<file path="src/rtl/jt1943_arb_pkg.sv">
// Shared types for the ROM-request arbiter: FSM state encoding, slot limit,
// and the winner-index width helper.
package jt1943_arb_pkg;

  localparam int MAX_SLOTS = 8;

  typedef enum logic [1:0] {
    ST_IDLE,
    ST_REQ,
    ST_DATA,
    ST_WE
  } arb_state_e;

  // A single requester still needs a 1-bit index.
  function automatic int idx_width(input int slots);
    return (slots > 1) ? $clog2(slots) : 1;
  endfunction

endpackage

</file>
<file path="src/rtl/jt1943_arb_pick.sv">
// Combinational winner picker. With JT1943_ARB_RR_EN the search starts at ptr_i
// and wraps; otherwise the lowest requesting index wins.
module jt1943_arb_pick
  import jt1943_arb_pkg::*;
#(
  parameter int SLOTS = 4,
  parameter int WW    = idx_width(SLOTS)
) (
  input  logic [SLOTS-1:0] req_i,
`ifdef JT1943_ARB_RR_EN
  input  logic [WW-1:0]    ptr_i,
`endif
  output logic             valid_o,
  output logic [WW-1:0]    idx_o
);

`ifdef JT1943_ARB_RR_EN
  logic [WW:0] cand;
  logic        found;

  // Walk offsets 0..SLOTS-1 from the pointer; the first requesting slot wins.
  always_comb begin
    found = 1'b0;
    idx_o = '0;
    cand  = '0;
    for (int i = 0; i < SLOTS; i++) begin
      cand = {1'b0, ptr_i} + (WW+1)'(i);
      if (cand >= (WW+1)'(SLOTS)) cand = cand - (WW+1)'(SLOTS);
      for (int j = 0; j < SLOTS; j++) begin
        if (!found && req_i[j] && (cand == (WW+1)'(j))) begin
          found = 1'b1;
          idx_o = WW'(j);
        end
      end
    end
    valid_o = found;
  end
`else
  // NOTE: every output gets a default first so no path through the loop infers a latch.
  always_comb begin
    valid_o = 1'b0;
    idx_o   = '0;
    for (int i = SLOTS - 1; i >= 0; i--) begin
      if (req_i[i]) begin
        valid_o = 1'b1;
        idx_o   = WW'(i);
      end
    end
  end
`endif

endmodule

</file>
<file path="src/rtl/jt1943_romrq_arb.sv">
// Shares one SDRAM read port among SLOTS ROM caches (IDLE/REQ/DATA/WE FSM).
// Define JT1943_ARB_RR_EN for round-robin selection; default is fixed priority.
module jt1943_romrq_arb
  import jt1943_arb_pkg::*;
#(
  parameter int SLOTS = 4,
  parameter int AW    = 22
) (
  input  logic                clk,
  input  logic                rst_n,
  input  logic                cen,
  input  logic [SLOTS-1:0]    slot_req,
  input  logic [SLOTS*AW-1:0] slot_addr,
  output logic [SLOTS-1:0]    slot_we,
  output logic [31:0]         dout,
  output logic                busy,
  output logic                sdram_req,
  output logic [AW-1:0]       sdram_addr,
  input  logic                sdram_ack,
  input  logic                sdram_rdy,
  input  logic [31:0]         sdram_din
);

  localparam int WW = idx_width(SLOTS);

  arb_state_e       state_q;
  logic [WW-1:0]    win_q;
  logic [SLOTS-1:0] slot_we_q;
  logic [31:0]      dout_q;
  logic             busy_q;
  logic             sdram_req_q;
  logic [AW-1:0]    sdram_addr_q;

  logic             pick_valid;
  logic [WW-1:0]    pick_idx;
  logic [AW-1:0]    pick_addr;
  logic [SLOTS-1:0] win_oh;

`ifdef JT1943_ARB_RR_EN
  logic [WW-1:0]    rr_ptr_q;
  logic [WW-1:0]    rr_ptr_d;

  // Next search starts just after the slot being granted.
  always_comb begin
    rr_ptr_d = (pick_idx == WW'(SLOTS - 1)) ? '0 : pick_idx + 1'b1;
  end
`endif

  jt1943_arb_pick #(
    .SLOTS (SLOTS),
    .WW    (WW)
  ) u_pick (
    .req_i   (slot_req),
`ifdef JT1943_ARB_RR_EN
    .ptr_i   (rr_ptr_q),
`endif
    .valid_o (pick_valid),
    .idx_o   (pick_idx)
  );

  always_comb begin
    pick_addr = '0;
    win_oh    = '0;
    for (int i = 0; i < SLOTS; i++) begin
      if (pick_idx == WW'(i)) pick_addr = slot_addr[i*AW +: AW];
      win_oh[i] = (win_q == WW'(i));
    end
  end

  // NOTE: all state below updates with <= so every branch sees pre-edge values.
  always_ff @(posedge clk or negedge rst_n) begin
    if (!rst_n) begin
      state_q      <= ST_IDLE;
      win_q        <= '0;
      slot_we_q    <= '0;
      dout_q       <= '0;
      busy_q       <= 1'b0;
      sdram_req_q  <= 1'b0;
      sdram_addr_q <= '0;
`ifdef JT1943_ARB_RR_EN
      rr_ptr_q     <= '0;
`endif
    end else begin
      case (state_q)
        ST_IDLE: begin
          if (pick_valid) begin
            win_q        <= pick_idx;
            sdram_addr_q <= pick_addr;
            sdram_req_q  <= 1'b1;
            busy_q       <= 1'b1;
            state_q      <= ST_REQ;
`ifdef JT1943_ARB_RR_EN
            rr_ptr_q     <= rr_ptr_d;
`endif
          end
        end
        ST_REQ: begin
          if (sdram_ack) begin
            sdram_req_q <= 1'b0;
            if (sdram_rdy) begin
              dout_q    <= sdram_din;
              slot_we_q <= win_oh;
              state_q   <= ST_WE;
            end else begin
              state_q   <= ST_DATA;
            end
          end
        end
        ST_DATA: begin
          if (sdram_rdy) begin
            dout_q    <= sdram_din;
            slot_we_q <= win_oh;
            state_q   <= ST_WE;
          end
        end
        ST_WE: begin
          if (cen) begin
            slot_we_q <= '0;
            busy_q    <= 1'b0;
            state_q   <= ST_IDLE;
          end
        end
        default: state_q <= ST_IDLE;
      endcase
    end
  end

  assign slot_we    = slot_we_q;
  assign dout       = dout_q;
  assign busy       = busy_q;
  assign sdram_req  = sdram_req_q;
  assign sdram_addr = sdram_addr_q;

endmodule

</file>
<file path="config.mk">
export PLATFORM = sky130hd
export DESIGN_NAME = jt1943_romrq_arb
export DESIGN_NICKNAME = d
export VERILOG_FILES = /design/src/rtl/jt1943_arb_pkg.sv /design/src/rtl/jt1943_arb_pick.sv /design/src/rtl/jt1943_romrq_arb.sv
export SDC_FILE = /design/constraint.sdc
export NUM_CORES = 1
export LEC_CHECK = 0
export CAP_MARGIN = 20
export CELL_PAD_IN_SITES_DETAIL_PLACEMENT = 0
export CELL_PAD_IN_SITES_GLOBAL_PLACEMENT = 2
export CORE_ASPECT_RATIO = 0.9
export CORE_MARGIN = 2
export CORE_UTILIZATION = 23
export DETAILED_ROUTE_END_ITERATION = 8
export PLACE_DENSITY_LB_ADDON = 0.1
export RECOVER_POWER = 50
export REMOVE_ABC_BUFFERS = 1
export SLEW_MARGIN = 20
export SYNTH_ARGS = -nofsm -noshare
export SYNTH_HDL_FRONTEND = slang
export SYNTH_HIERARCHICAL = 1
export SYNTH_SLANG_ARGS = --single-unit
export TNS_END_PERCENT = 5
</file>
<file path="constraint.sdc">
create_clock -name clk -period 2.4 [get_ports clk]
set_input_delay 0.24 -clock clk [delete_from_list [all_inputs] [get_ports clk]]
set_output_delay 0.24 -clock clk [all_outputs]
set_load 0.03 [all_outputs]
</file>
=== Yosys cells after proc, flatten, opt, wreduce, memory -nomap -nowiden ===
Cells that the tools add are included.

* Flip-flop bits (word level): 64
* Input port bits: 129
* Output and inout port bits: 60
* Word-level logic and storage cells: 63

* Eq/ne operators: 13
* Multiplexer cells: 30
* Reduce and logical (&&, ||, !) cells: 13

{| class="wikitable"
|+ Operators with widths
! operator !! number
|-
| 22-bit two-way mux || 4
|-
| 32-bit two-way mux || 2
|-
| 32-bit case mux with 2 select lines || 1
|-
| 2-bit two-way mux || 8
|-
| 2-bit == test (second input constant) || 6
|-
| 4-bit two-way mux || 3
|-
| 4-bit case mux with 3 select lines || 1
|-
| 3-bit AND reduction || 3
|-
| 1-bit two-way mux || 8
|-
| 2-bit != test (second input constant) || 4
|-
| 2-bit case mux with 4 select lines || 1
|-
| 2-bit by 1-bit == test with 1-bit output (second input constant) || 3
|-
| 2-bit zero test || 3
|-
| 2-bit nonzero test || 3
|-
| 1-bit case mux with 2 select lines || 2
|-
| 2-bit AND reduction || 2
|-
| 4-bit AND reduction || 1
|-
| 3-bit nonzero test || 1
|}

=== Logic depth before layout (Yosys ltp) ===
Gate-level depths: netlist of the first run.

* Depth after elaboration: 9
* Mapped depth: 7
* Mapped depth without buffers: 6

=== Hierarchy ===
The synthesis of the first run kept the hierarchy.

{| class="wikitable"
|+ Modules (own cells, without submodules)
! module !! times used !! cells an instance !! area an instance (um^2) !! seq. area each (um^2)
|-
| jt1943_romrq_arb || 1 || 192 || 3,126.7 || 1,601.5
|-
| jt1943_arb_pick || 1 || 7 || 35.0 || 0.0
|}

=== Worst setup path before layout of the first run ===
Ideal clock, no wire load.

* Path type: input to register
* Start point: in slot_req[2]
* End point: reg sdram_addr_q[10] (netlist: sdram_addr[10])
* Setup time: 0.125 ns
* Arrival time: 1.531 ns
* Data required time: 2.275 ns
* Setup slack: 0.744 ns
* Cell stages on the path: 6
* Cells stage by stage: nand2b_1 > a21oi_2 > buf_6 > buf_12 > mux4_2 > mux2_2

* Longest elaborated chain between the ends: 8
* Elaborated cells between the ends (all ways): 15

{| class="wikitable"
|+ RTL lines
! element !! RTL line !! text
|-
| start, declared || jt1943_romrq_arb.sv:12 || <nowiki>input logic [SLOTS-1:0] slot_req,</nowiki>
|-
| 2-bit two-way mux (*) (3 in series) || jt1943_arb_pick.sv:44 || <nowiki>if (req_i[i]) begin</nowiki>
|-
| net pick_idx[0] || jt1943_romrq_arb.sv:35 || <nowiki>logic [WW-1:0] pick_idx;</nowiki>
|-
| 2-bit zero test || jt1943_romrq_arb.sv:65 || <nowiki>if (pick_idx == WW'(i)) pick_addr = slot_addr[i*AW +: AW];</nowiki>
|-
| 22-bit two-way mux (3 in series) || jt1943_romrq_arb.sv:65 ||
|-
| 22-bit two-way mux (*) || jt1943_romrq_arb.sv:65 ||
|-
| end signal, assigned || jt1943_romrq_arb.sv:88 || <nowiki>sdram_addr_q <= pick_addr;</nowiki>
|-
| end, declared || jt1943_romrq_arb.sv:32 || <nowiki>logic [AW-1:0] sdram_addr_q;</nowiki>
|}

Mark *: on every way through the listed nets, which the timed path passes. The rest lies on a longest branch.
A chain may end at the register's enable or synchronous reset.

=== Worst setup path after layout of the first run ===
* Start point: in slot_req[2]
* End point: reg sdram_addr_q[2] (netlist: sdram_addr[2])

Same word-level chain as after synthesis.

==> results.txt, run 1 <==
The flow ran to the end, and the final reports show no timing, DRC or antenna violations. The tools report the power dissipated by switching net loads as 2600 uW. Yosys mapped a number of flops with a built-in enable equal to 0.

Setup repair after global routing left no endpoint under its margin. Once the floorplan was initialized, standard cells occupied 23.6% of the core. For the number of diodes added for antenna fixing, the log shows 0.

Dividing the synthesized area by the synthesized cell count gives 15.9 um^2. STA puts the critical path data required time at 2.62 ns. The logs give 15.1% for the global-route met1 utilization and 1600 um^2 for the area taken by flip-flops and latches. Leakage power total: 0.00226 uW. For this run, the post-layout net count is 530. The core region is 13400 um^2. The per-cell via count in the routed design is 4.36, and the post-route fraction of the period consumed by the critical path is 77.8%. The number of setup buffers added after CTS is 0.

The internal cell power was 4280 uW; the unique cell type count in the Yosys netlist was 23. The tools report the number of hold violations in the final report as 0. The global-route layer with the greatest usage is met2.

Share of power burned in the clock network: 20.3%. Clock tree synthesis found a total of 64 sinks. STA classifies the critical path startpoint as an input port.

In the routed design, unresolved DRC markers number 0. For this run, the register share of the synthesized area comes to 50.7%. The maximum vdd ir drop is 0.413 mV, and the die width is 128 um. The design draws 6880 uW. The total clock buffers created by CTS came out at 9. The H-tree was split into 3 levels. The time the worst path needs with I/O delays and setup came out at 1.87 ns.

Summing the areas of all fa, ha and maj instances in the mapped netlist gives 2.37% of the synthesized area. The path class of the tightest hold or removal check is reg2reg. For this design the top-level I/O count stands at 189.

During placement, the flow inserted port buffers numbering 188. The share of async-settable or async-resettable flops after synthesis works out to 100%. Global routing consumed, on the met2 layer, 20.7% of the routing resources. The critical path in this run is classified as in2reg. Cell taking the most area after synthesis: sky130_fd_sc_hd__dfrtp_1.

The met3 usage in global routing came out at 8.05%. The run gives 0 as the total congestion overflow after global routing. The mapped netlist covers 3160 um^2.

The synthesized-area fraction occupied by ao, oa, aoi and oai cells came out at 2.30%. The final weighted congestion of routability-driven global placement came out at 0.707. Of the total synthesized cell area, the portion taken by AND, OR, NAND and NOR gates is 3.17%. Of the total power, registers draw 27.8%.

The HPWL after detailed placement is 7.07 mm. The full die area was 14700 um^2. For this run, the total global-route usage over all layers was measured as 13.2%.

Setup violations remaining at the end of the flow were counted as 0. Of the cells placed in the final design, the portion with a size suffix greater than 1 is 25.8%. Maximum fanout count along the critical path: 13. Counting instances in the post-synthesis netlist gives the leading cell types as sky130_fd_sc_hd__dfrtp_1, sky130_fd_sc_hd__mux2_2, sky130_fd_sc_hd__mux4_2, sky130_fd_sc_hd__buf_2. By area the synthesized netlist is led by sky130_fd_sc_hd__dfrtp_1, sky130_fd_sc_hd__mux2_2, sky130_fd_sc_hd__mux4_2.

The nature of the critical path endpoint is a flip-flop. TritonCTS built the clock tree. The clock network latency to the later pin of the worst-skew pair came out at 0.33 ns. The logs give 0.536 GHz for the maximum operating frequency and 41.9% for the final standard cell utilization of the core. The fraction of synthesized area in multiplexers works out to 38.1%.

The synthesized design devotes to its leading area cell type 50.7% of total area. The via count of the first global-routing pass is 2649, and the worst max-slew margin expressed relative to the limit is 6.06%. For the pin with the worst max-slew slack, the measured transition is 1.41 ns. Most numerous cell in the Yosys netlist: sky130_fd_sc_hd__dfrtp_1. The run gives 2 as the maximum count of clock buffers along a single path. Detail-routed net length per standard cell: 16.6 um.

The run gives 1266 as the number of fill cells in the layout. For the vias after detailed routing, the log shows 2476. The run gives 199 as the cell count after synthesis. For the footprint of the multi-input gates, the log shows 1460 um^2. In this run, synthesis produced a sequential element count of 64. Data arrives at the worst endpoint at 2.08 ns. The combinational power share was 51.9%.

The worst setup skew after layout came out at 0.00456 ns. Across the run, the number of max-cap violations was 0. Detailed-router iteration count before antenna repair: 6. Wires add up to 9.40 mm. The logs give 0 for the number of slew-limit violations in the final report and 0 ns for the final-layout setup total negative slack. After Yosys synthesis, XOR and XNOR cells account for 0% of the synthesized area.

The floorplan step set the die height to 115 um. The tree is rooted in a sky130_fd_sc_hd__clkbuf_16. The prevailing post-synth register cell was sky130_fd_sc_hd__dfrtp_1. Post-synthesis to final-layout area growth: 77.7%. In this run the power density over the cells is 1220 nW/um^2. By area, the combinational part of the netlist is dominated by multiplexers.

After clock tree synthesis, the clock-pin slew on the worst setup and hold paths is 0.06 ns. The count of yosys warnings during synthesis is 6. The logs give 43 for the maximum number of pins on one net before global-route repair and 76 for the iteration-0 DRC count of the detailed router. The fraction of power spent switching nets was 37.8%; the initial antenna violation count was 0. The residual antenna-violating net count after detailed routing came out at 0. The run gives 14.5 mm as the wire length of the first global-routing pass. Final hold analysis gives a worst-case slack of 0.495 ns.

The row count came out at 40.
[cell usage in the layout (no fill, tap or decap)]
| master | n |
|---|---|
| sky130_fd_sc_hd__ha_1 | 6 |
| sky130_fd_sc_hd__nand2_1 | 6 |
| sky130_fd_sc_hd__a22oi_1 | 1 |
| sky130_fd_sc_hd__dlygate4sd3_1 | 28 |
| sky130_fd_sc_hd__clkinvlp_4 | 1 |
| sky130_fd_sc_hd__and3_1 | 1 |
| sky130_fd_sc_hd__bufinv_16 | 2 |
| sky130_fd_sc_hd__clkinv_2 | 1 |
| sky130_fd_sc_hd__mux4_2 | 19 |
| sky130_fd_sc_hd__clkbuf_1 | 3 |
| sky130_fd_sc_hd__o21ai_0 | 4 |
| sky130_fd_sc_hd__buf_12 | 6 |
| sky130_fd_sc_hd__nor3_1 | 1 |
| sky130_fd_sc_hd__nand2b_1 | 4 |
| sky130_fd_sc_hd__clkbuf_16 | 9 |
| sky130_fd_sc_hd__a22o_1 | 2 |
| sky130_fd_sc_hd__nor3b_1 | 2 |
| sky130_fd_sc_hd__a211oi_1 | 1 |
| sky130_fd_sc_hd__mux2i_1 | 1 |
| sky130_fd_sc_hd__dfrtp_1 | 64 |
| sky130_fd_sc_hd__clkdlybuf4s50_1 | 160 |
| sky130_fd_sc_hd__inv_1 | 6 |
| sky130_fd_sc_hd__mux4_1 | 3 |
| sky130_fd_sc_hd__o2111a_1 | 1 |
| sky130_fd_sc_hd__nor3_2 | 2 |
| sky130_fd_sc_hd__mux2_2 | 61 |
| sky130_fd_sc_hd__a21oi_4 | 1 |
| sky130_fd_sc_hd__nor2_1 | 3 |
| sky130_fd_sc_hd__clkinv_4 | 1 |
[power groups by stage]
stage,logic [uW],registers [uW],clock network (uW)
2_1_floorplan,1070,2930,0
3_3_place_gp,3690,1920,0
3_5_place_dp,3690,1940,0
4_1_cts,3710,1930,1450
5_1_grt,3790,1990,1500
6_report,3570,1910,1400
[cells by family after synthesis]
group                      Yosys count
AOI/OAI and AO/OA                   10
and+or+nand+nor                     19
DFF                                 64
muxes                               84
adders and majority gates            6
buffers and inverters               16
[layout make-up]
class / count / share of cell area, %
Timing Repair Buffer: 195 / 35.7
Sequential cell: 64 / 28.5
Multi-Input combinational cell: 119 / 26.1
Clock buffer: 11 / 4.14
Tap cell: 168 / 3.74
Clock inverter: 5 / 1.45
Inverter: 6 / 0.401
[state kept, by name, indices dropped and copies added, names as in the netlist]
register,flops
sdram_req,1
slot_we,4
state_q,2
sdram_addr,22
win_q,2
dout,32
busy,1
[what timing repair did]
item / CTS / global route
hold buffers: 1 / 0
endpoints found under the hold margin: 22 / 0
resized for setup: 0 / 0
[per-stage QoR]
stage / instances / worst slack, ns / area [um^2]
final: 568 / 0.534 / 5620
after global placement: 551 / 0.195 / 5300
after detailed placement: 551 / 0.178 / 5300
after global routing: 568 / 0.391 / 5620
after floorplan: 189 / -0.217 / 3080
after CTS: 568 / 0.531 / 5620
[final timing paths]
kind	depth (start not counted)	end	startpoint	slack, ns
min	1	dout[12]$_DFFE_PN0P_	dout[12]$_DFFE_PN0P_	0.49
max reg2reg	6	slot_we[2]$_DFFE_PN0P_	state_q[1]$_DFFE_PN0P_	0.55
min reg2reg	1	dout[12]$_DFFE_PN0P_	dout[12]$_DFFE_PN0P_	0.49
min in group asynchronous	2	sdram_req$_DFFE_PN0P_	rst_n	0.80
max in group asynchronous	3	sdram_addr[13]$_DFFE_PN0P_	rst_n	0.71
max	6	sdram_addr[2]$_DFFE_PN0P_	slot_req[2]	0.53
[metal layers]
| layer | part of all wire, % | up-vias | routed length, um |
|---|---|---|---|
| li1 | - | 1143 | - |
| met1 | 41 | 1182 | 3870 |
| met2 | 44 | 139 | 4160 |
| met3 | 13 | 12 | 1230 |
| met4 | 1.5 | 0 | 140 |
| met5 | 0 | - | 0 |
[critical path, stage by stage]
cell                              delay, ns
sky130_fd_sc_hd__clkdlybuf4s50_1       0.42
sky130_fd_sc_hd__nand2b_1              0.18
sky130_fd_sc_hd__a21oi_4               0.22
sky130_fd_sc_hd__buf_12                0.19
sky130_fd_sc_hd__mux4_1                0.56
sky130_fd_sc_hd__mux2_2                0.27
(Power assumes the default switching activity.)
==> run 2: changes to the inputs <==
clock period = 1.8 ns   (was 2.4 ns; I/O delays follow)
==> results.txt, run 2 (same netlist as run 1, synthesis figures left out) <==
Measured along the x axis, the die boundary spans 128 um. The logs give 189 for the I/O pin total and 40 for the maximum number of pins on one net before global-route repair. The die covers 14700 um^2.

Timing analysis after detailed placement gives a worst setup slack of -0.359 ns. The starting density of the core came out at 23.6%. The first global-routing pass estimated 14.3 mm of wire. The first TritonRoute pass finished after 4 iterations.

Global routing used 13.1% of the available tracks. The post-route netlist has 29.4% of its cells at a drive strength greater than 1. The die is 115 um tall. The tools report the via count of the first global-routing pass as 2667.

The tools report the master cell of the clock root buffer as sky130_fd_sc_hd__clkbuf_16. The tools report the vias after detailed routing as 2500. The detailed-placement wirelength estimate is 7.05 mm, and the number of failing setup endpoints in the final timing report is 0.

The number of flip-flops under the largest register name is 32, and the total number of clock tree sinks is 64. The maximum vdd ir drop came out at 0.481 mV. TritonCTS built the clock tree. During placement, the flow inserted port buffers numbering 188. Global routing finished with a remaining overflow of 0. The area growth from synthesis to layout is 80.7%.

After the first detailed-routing iteration, the DRC count stood at 52. The nature of the critical path endpoint is a flip-flop. The most common cell after layout, fill and taps aside was sky130_fd_sc_hd__clkdlybuf4s50_1. The logs give 52.5% for the combinational power share and 5820 uW for the internal cell power.

Using the TritonRoute via totals, the vias-per-cell ratio works out to 4.32. Once layout is done, the placed cells without fillers occupy 5710 um^2. Routability-driven placement finished with a final weighted congestion of 0.701. The floorplan has 40 rows. The power dissipated by switching net loads is 3510 uW, and the share of power burned in registers is 27.0%. The final layout contains routed wiring with a total length of 9.66 mm.

The number of antenna diodes in the final layout is 0. Counting the buffers created by CTS gives 9. The startpoint-to-endpoint class of the critical path is in2reg. Net switching is 37.6% of the power. The worst setup path is launched from an input port. After detailed routing, the number of remaining DRC violations is 0. For the number of slew-limit violations in the final report, the log shows 0. Time the worst path needs with I/O delays and setup: 1.75 ns. For the leakage power total, the log shows 0.00232 uW. After floorplanning, the core was sized to cover 13400 um^2. Clock transition at the register clock pins on the worst setup and hold paths after CTS: 0.06 ns.

Max-cap violations in this run came to 0. The final standard cell utilization of the core came out at 42.6%. Worst min-delay path class: in2reg.

The arrival time of the worst setup path was 1.97 ns; the worst setup skew after layout was 0.00532 ns. The tools report the initial antenna violation count as 0. The net total in the final layout came out at 541.

Dividing the detail-routed wire length by the instance count gives 16.7 um. The library cells used most frequently in the layout, excluding fill and tap cells, are sky130_fd_sc_hd__clkdlybuf4s50_1, sky130_fd_sc_hd__dfrtp_1, sky130_fd_sc_hd__mux2_2. The run gives 2 as the maximum count of clock buffers along a single path.

In this run the worst path has a maximum fanout of 6. The share of power burned in the clock network was 20.4%; the maximum operating frequency was 0.571 GHz. The run finished with clean final reports. In this run the number of H-tree levels came out at 3. In this run the cell area measured after placement is 5330 um^2.

The data required time of the worst path came out at 2.01 ns. In this run the remaining antenna-violating nets after routing total 0. The final critical path takes up 97.4% of the cycle.

The tools report the worst max-slew margin expressed relative to the limit as 32.0%. The clock network latency to the later pin of the worst-skew pair came out at 0.33 ns. The worst path meets setup with 0.0476 ns of slack.

Dividing total power by cell area gives a power density of 1630 nW/um^2. At the pin with the least slew margin, the transition time is 1.02 ns. Number of hold violations in the final report: 0.
[run 2: cell type report]
class / count / area (um^2)
inverter: 6 / 22.5
sequential: 64 / 1600
timing repair buffer: 206 / 2090
fill: 1241 / 7700
clock inverter: 5 / 80.1
multi-input combinational: 119 / 1470
clock buffer: 11 / 243
tap: 168 / 210
[run 2: routing by layer]
layer	wire length [um]	track usage [%]	share of wire, %	vias up
met2	4510	20.9	47	138
met1	3890	14.5	40	1196
li1	-	-	-	1156
met5	0	0	0	-
met4	131	4.84	1.4	0
met3	1120	7.63	12	10
[run 2: per-stage QoR]
step | cells | setup TNS (ns) | total power [uW] | hold slack [ns]
final | 579 | 0 | 9340 | 0.459
after CTS | 576 | 0 | 9560 | 0.424
after floorplan | 189 | -25.23 | 5330 | -0.116
after global placement | 559 | -6.64 | 7540 | 0.222
after global routing | 579 | -0.0142 | 9910 | 0.445
after detailed placement | 559 | -6.70 | 7550 | 0.236
[run 2: path summary, 6_finish.rpt]
check / slack (ns) / end / cells past startpoint / start
max: 0.05 / sdram_addr[12]$_DFFE_PN0P_ / 6 / slot_req[1]
min: 0.46 / dout[16]$_DFFE_PN0P_ / 2 / sdram_din[16]
max reg2reg: 0.16 / slot_we[2]$_DFFE_PN0P_ / 7 / state_q[1]$_DFFE_PN0P_
min reg2reg: 0.50 / dout[16]$_DFFE_PN0P_ / 1 / dout[16]$_DFFE_PN0P_
max in group asynchronous: 0.47 / state_q[1]$_DFFE_PN0P_ / 3 / rst_n
min in group asynchronous: 0.57 / sdram_req$_DFFE_PN0P_ / 3 / rst_n
[run 2: power by group through the flow]
stage               Combinational (uW)  Sequential, uW  Clock (uW)
global route                      5230            2630        2050
global placement                  4980            2560           0
detailed placement                4980            2570           0
floorplan                         1430            3900           0
CTS                               5000            2560        2000
finish                            4910            2530        1910
[run 2: what timing repair did]
item                       4_1_cts  5_1_grt
setup endpoints to repair        0       48
hold endpoints to repair        64        0
resized for setup                0       11
buffers inserted                 0        1
hold buffers                     1        0
[run 2: worst max-delay path, stage by stage]
cell,delay (ns)
sky130_fd_sc_hd__clkdlybuf4s50_1,0.49
sky130_fd_sc_hd__inv_2,0.05
sky130_fd_sc_hd__a21oi_4,0.27
sky130_fd_sc_hd__clkbuf_16,0.22
sky130_fd_sc_hd__mux4_2,0.48
sky130_fd_sc_hd__mux2_2,0.27
